$ cat src/rtl/pipeline_stage_register.sv
// Inter-stage pipeline register (D->E, E->M, M->W): DEPTH stages of {valid, ctrl, data}, latency DEPTH cycles.
// Stall holds every stage; flush invalidates every stage and outranks stall; saturating stall/bubble counters.
module pipeline_stage_register #(
   parameter int CTRL_W              = 16,
   parameter int DATA_W              = 192,
   parameter int DEPTH               = 1,
   parameter int CLEAR_DATA_ON_FLUSH = 0,
   parameter int CNT_W               = 16
) (
   input  logic              clk,
   input  logic              rst,
   input  logic              StallIn,
   input  logic              FlushIn,
   input  logic              ValidIn,
   input  logic [CTRL_W-1:0] CtrlIn,
   input  logic [DATA_W-1:0] DataIn,
   output logic              ValidOut,
   output logic [CTRL_W-1:0] CtrlOut,
   output logic [DATA_W-1:0] DataOut,
   output logic [CNT_W-1:0]  StallCount,
   output logic [CNT_W-1:0]  BubbleCount
);

   if (DEPTH < 1 || DEPTH > 4) begin : g_depth_check
      $error("pipeline_stage_register: DEPTH must be in 1..4");
   end

   typedef struct packed {
      logic              valid;
      logic [CTRL_W-1:0] ctrl;
      logic [DATA_W-1:0] data;
   } stage_t;

   stage_t            stg [DEPTH];
   stage_t            stage_in;
   logic              stall_evt;
   logic              bubble_evt;
   logic [CNT_W-1:0]  stall_cnt;
   logic [CNT_W-1:0]  bubble_cnt;

   // An invalid entry never carries control, so a bubble cannot write regs or memory.
   always_comb begin
      stage_in.valid = ValidIn;
      stage_in.ctrl  = ValidIn ? CtrlIn : '0;
      stage_in.data  = DataIn;
   end

   assign stall_evt  = StallIn & ~FlushIn;
   assign bubble_evt = FlushIn | (~StallIn & ~ValidIn);

   always_ff @(posedge clk) begin
      if (rst) begin
         for (int i = 0; i < DEPTH; i++) begin
            stg[i] <= '0;
         end
      end else if (FlushIn) begin
         for (int i = 0; i < DEPTH; i++) begin
            stg[i].valid <= 1'b0;
            stg[i].ctrl  <= '0;
            if (CLEAR_DATA_ON_FLUSH != 0) begin
               stg[i].data <= '0;
            end
         end
      end else if (!StallIn) begin
         stg[0] <= stage_in;
         for (int i = 1; i < DEPTH; i++) begin
            stg[i] <= stg[i-1];
         end
      end
   end

   // Counters stick at all-ones rather than wrapping.
   always_ff @(posedge clk) begin
      if (rst) begin
         stall_cnt  <= '0;
         bubble_cnt <= '0;
      end else begin
         if (stall_evt && (stall_cnt != '1)) begin
            stall_cnt <= stall_cnt + CNT_W'(1);
         end
         if (bubble_evt && (bubble_cnt != '1)) begin
            bubble_cnt <= bubble_cnt + CNT_W'(1);
         end
      end
   end

   assign ValidOut    = stg[DEPTH-1].valid;
   assign CtrlOut     = stg[DEPTH-1].ctrl;
   assign DataOut     = stg[DEPTH-1].data;
   assign StallCount  = stall_cnt;
   assign BubbleCount = bubble_cnt;

endmodule

$ cat config.mk
export PLATFORM = sky130hd
export DESIGN_NAME = pipeline_stage_register
export DESIGN_NICKNAME = d
export VERILOG_FILES = /design/src/rtl/pipeline_stage_register.sv
export SDC_FILE = /design/constraint.sdc
export NUM_CORES = 1
export LEC_CHECK = 0
export CELL_PAD_IN_SITES_DETAIL_PLACEMENT = 1
export CELL_PAD_IN_SITES_GLOBAL_PLACEMENT = 1
export CORE_AREA = 2 2 175 177
export DETAILED_ROUTE_END_ITERATION = 12
export DIE_AREA = 0 0 177 179
export PLACE_DENSITY = 0.82
export RECOVER_POWER = 25
export SLEW_MARGIN = 20
export SYNTH_ARGS = -nofsm -noshare
export SYNTH_HDL_FRONTEND = slang
export SYNTH_SLANG_ARGS = --single-unit
export TNS_END_PERCENT = 20
$ cat constraint.sdc
create_clock -name clk -period 41 [get_ports clk]
set_clock_uncertainty 0.05 [all_clocks]
set_input_delay 8.2 -clock clk [delete_from_list [all_inputs] [get_ports clk]]
set_output_delay 8.2 -clock clk [all_outputs]
set_load 0.1 [all_outputs]
==> run metrics <==
fin. max-slew vios 230; hold_buf cts 0; Mapped Cells 699; final cycle utilization of the critical path 0.320; Worst-Skew Late Latency 0.53 ns; CTS Buf Count 27; DR vias 7298; Filler cells 3129; Site Rows 64; R2R setup slack 38.57 ns; Flop pwr share 0.410; failing checks max-capacitance violations, max-slew violations; crit-path max FO 63; switching power 0.247 mW; Residual DRC 0; initial DRC count 362; first-pass detailed-route iteration total 4; starting density of the core 0.313; clock-pin slew on the worst setup and hold paths 0.06 ns; Slew headroom -1.88; post-synthesis sequential area ratio 0.718; post-CTS sizing 0; Distinct cells, synth 48; fin crit period 13.12 ns; crit path cell chain dlygate4sd3_1 > clkbuf_1 > o21ai_0 > clkbuf_1 > buf_4; power per cell area 46.5 nW/um^2; Tot Pwr 0.703 mW; proportion of layout cells with a drive suffix above 1 0.0435; Max Buffers Root-to-Sink 3; Startpoint Class primary input; vias in the first global route 7497; power share of the clock group 0.318; Sw Ratio 0.351; flops & latches, synth 241; nets 1367; first-pass GRT wire length 45600 um; asr flop ratio synth 0; TritonCTS Sinks 241; Mapped Area 9410 um^2; RR Startpoint StallCount[5]; worst hold path type flip-flop to flip-flop; unrepaired setup endpoints after global routing no; antenna viol nets, final 0; final hold viol count 0; I/O Pins 454; drt via density 4.64; Worst Setup SP StallIn; Core Area 30000 um^2; crit path capture type flip-flop; # port buffers 453; initial antenna violation count 4; Final setup viols 0; CP most frequent cell clkbuf_1; area delta synth->final 60.9%; Buf/Inv on CP 4; max incr delay on CP 2.20 ns; HPWL Detailed 23500 um; Crit path required time 41.11 ns; CP endpoint stg[0][79]; Final Wtd Congestion 0.769; number of post-CTS setup repair buffers 0; Int Power 0.457 mW; R2R depth 5; CTS tree done; Crit Reg-Reg Endpoint StallCount[9]; worst vdd ir 36.8 uV; max capacitance violation total 4; drt total wl 32600 um; Max Clk Rate 76.2 MHz; critical path's slowest cell clkbuf_1; CP arrival 13.23 ns; WS Path Type primary input to flip-flop; synthesized net count 914; mean post-synth cell area 13.5 um^2; largest net degree at the start of global routing 138; gr usage total 0.191; H-Tree Level Count 1; status complete, but fails checks; combinational fraction of design power 0.272; Chip Width 177 um; Crit path max-delay family buffers and inverters; die area 31700 um^2; Post-synth EDFFs 193; Routed WL per cell 20.7 um; die height 179 um; Post-synth top flop edfxtp_1; Root Buffer Master clkbuf_16; total negative slack 0 ns; leakage power 5.38 nW; synth warn 0; worst-margin pin slew 4.31 ns; remaining global-route overflow 0; Crit path depth 5
[cells by family (layout without fill, tap and decap cells)]
group           Yosys count  in the layout  share of synthesized area
mux                       3              3                    0.00346
buf+inv                  41            515                     0.0184
flops                   241            241                      0.718
simple gates            339            339                      0.209
xor+xnor                  1              1                   0.000931
other cells               0              3                          0
fa+ha+maj                 2              2                    0.00266
compound gates           72             72                     0.0479
[metrics by stage]
step | util | cells | hold WS (ns) | setup slack, ns | instance area [um^2]
6_report | 0.504 | 1572 | 0.432 | 27.88 | 15100
5_1_grt | 0.504 | 1570 | 0.458 | 27.43 | 15100
4_1_cts | 0.505 | 1569 | 0.438 | 29.87 | 15200
3_5_place_dp | 0.478 | 1519 | 0.424 | 29.28 | 14400
3_3_place_gp | 0.478 | 1519 | 0.415 | 29.32 | 14400
2_1_floorplan | - | 699 | 0.904 | 17.99 | 9410
[tightest hold or removal path, cell delays in order (launching register included)]
cell	delay, ns
dfxtp_1	0.32
a21oi_1	0.06
nor2_1	0.07
[worst min-delay path by stage]
| stage | slack (ns) | end | depth (start not counted) | startpoint |
|---|---|---|---|---|
| 2_1_floorplan | 0.90 | BubbleCount[6] | 2 | BubbleCount[6] |
| 3_3_place_gp | 0.42 | stg[0][194] | 2 | stg[0][194] |
| 3_5_place_dp | 0.42 | stg[0][194] | 2 | stg[0][194] |
| 4_1_cts | 0.44 | stg[0][194] | 2 | stg[0][194] |
| 5_1_grt | 0.46 | stg[0][198] | 2 | stg[0][198] |
| 6_report | 0.43 | stg[0][194] | 2 | stg[0][194] |
[layout by cell type (no fill, tap or decap), drive strengths merged, types with 14 or more instances in the layout]
master | Yosys | layout
nor2 | 46 | 46
dfxtp | 48 | 48
a21oi | 35 | 35
and2 | 195 | 195
clkdlybuf4s50 | 0 | 439
clkbuf | 29 | 39
edfxtp | 193 | 193
dlygate4sd3 | 0 | 14
nand2 | 28 | 28
[cell type report]
type,count,area (um^2),share of cell area
sequential,241,6760,0.446
timing repair buffer,461,4580,0.303
multi-input combinational,417,2470,0.163
clock buffer,35,706,0.0466
tap,396,495,0.0327
clock inverter,15,98.8,0.00653
inverter,4,15.0,0.000992
antenna,3,7.51,0.000496
[power groups by stage]
stage               sequential [mW]  combinational [mW]  clock [mW]
floorplan                     0.419              0.0117           0
global placement              0.291               0.191           0
detailed placement            0.293               0.192           0
CTS                           0.288               0.193       0.231
global route                  0.290               0.196       0.238
finish                        0.288               0.191       0.224
[synth_stat cells, types with 2 or more instances]
library cell | count | area, um^2
o21a_1 | 4 | 30.0
mux2_2 | 2 | 22.5
o31ai_1 | 8 | 60.1
and2_1 | 195 | 1220
nor3_1 | 4 | 20.0
edfxtp_1 | 193 | 5800
and3_1 | 4 | 25.0
nand3_1 | 10 | 50.1
buf_1 | 3 | 11.3
o21ai_0 | 12 | 60.1
nand2_1 | 28 | 105
or3_1 | 7 | 43.8
buf_2 | 3 | 15.0
clkbuf_1 | 29 | 109
ha_1 | 2 | 25.0
or2_2 | 3 | 18.8
nor4_1 | 7 | 43.8
dfxtp_1 | 48 | 961
inv_1 | 4 | 15.0
or4_1 | 8 | 60.1
nand4_1 | 11 | 68.8
or3_2 | 2 | 15.0
o311ai_0 | 2 | 17.5
a21oi_1 | 35 | 175
nor2_1 | 46 | 173
nor2b_1 | 3 | 18.8
buf_6 | 2 | 22.5
o41ai_1 | 4 | 35.0
[registers in the layout, indices dropped and copies added, names as in the netlist]
name         count
stg            209
BubbleCount     16
StallCount      16
[layer usage]
metal,up-vias,share of wire,track usage
li1,3401,-,-
met1,3579,0.38,0.223
met2,256,0.53,0.348
met3,58,0.060,0.0416
met4,4,0.029,0.0568
met5,-,0.00083,0
Power figures use the tool's default switching activity.
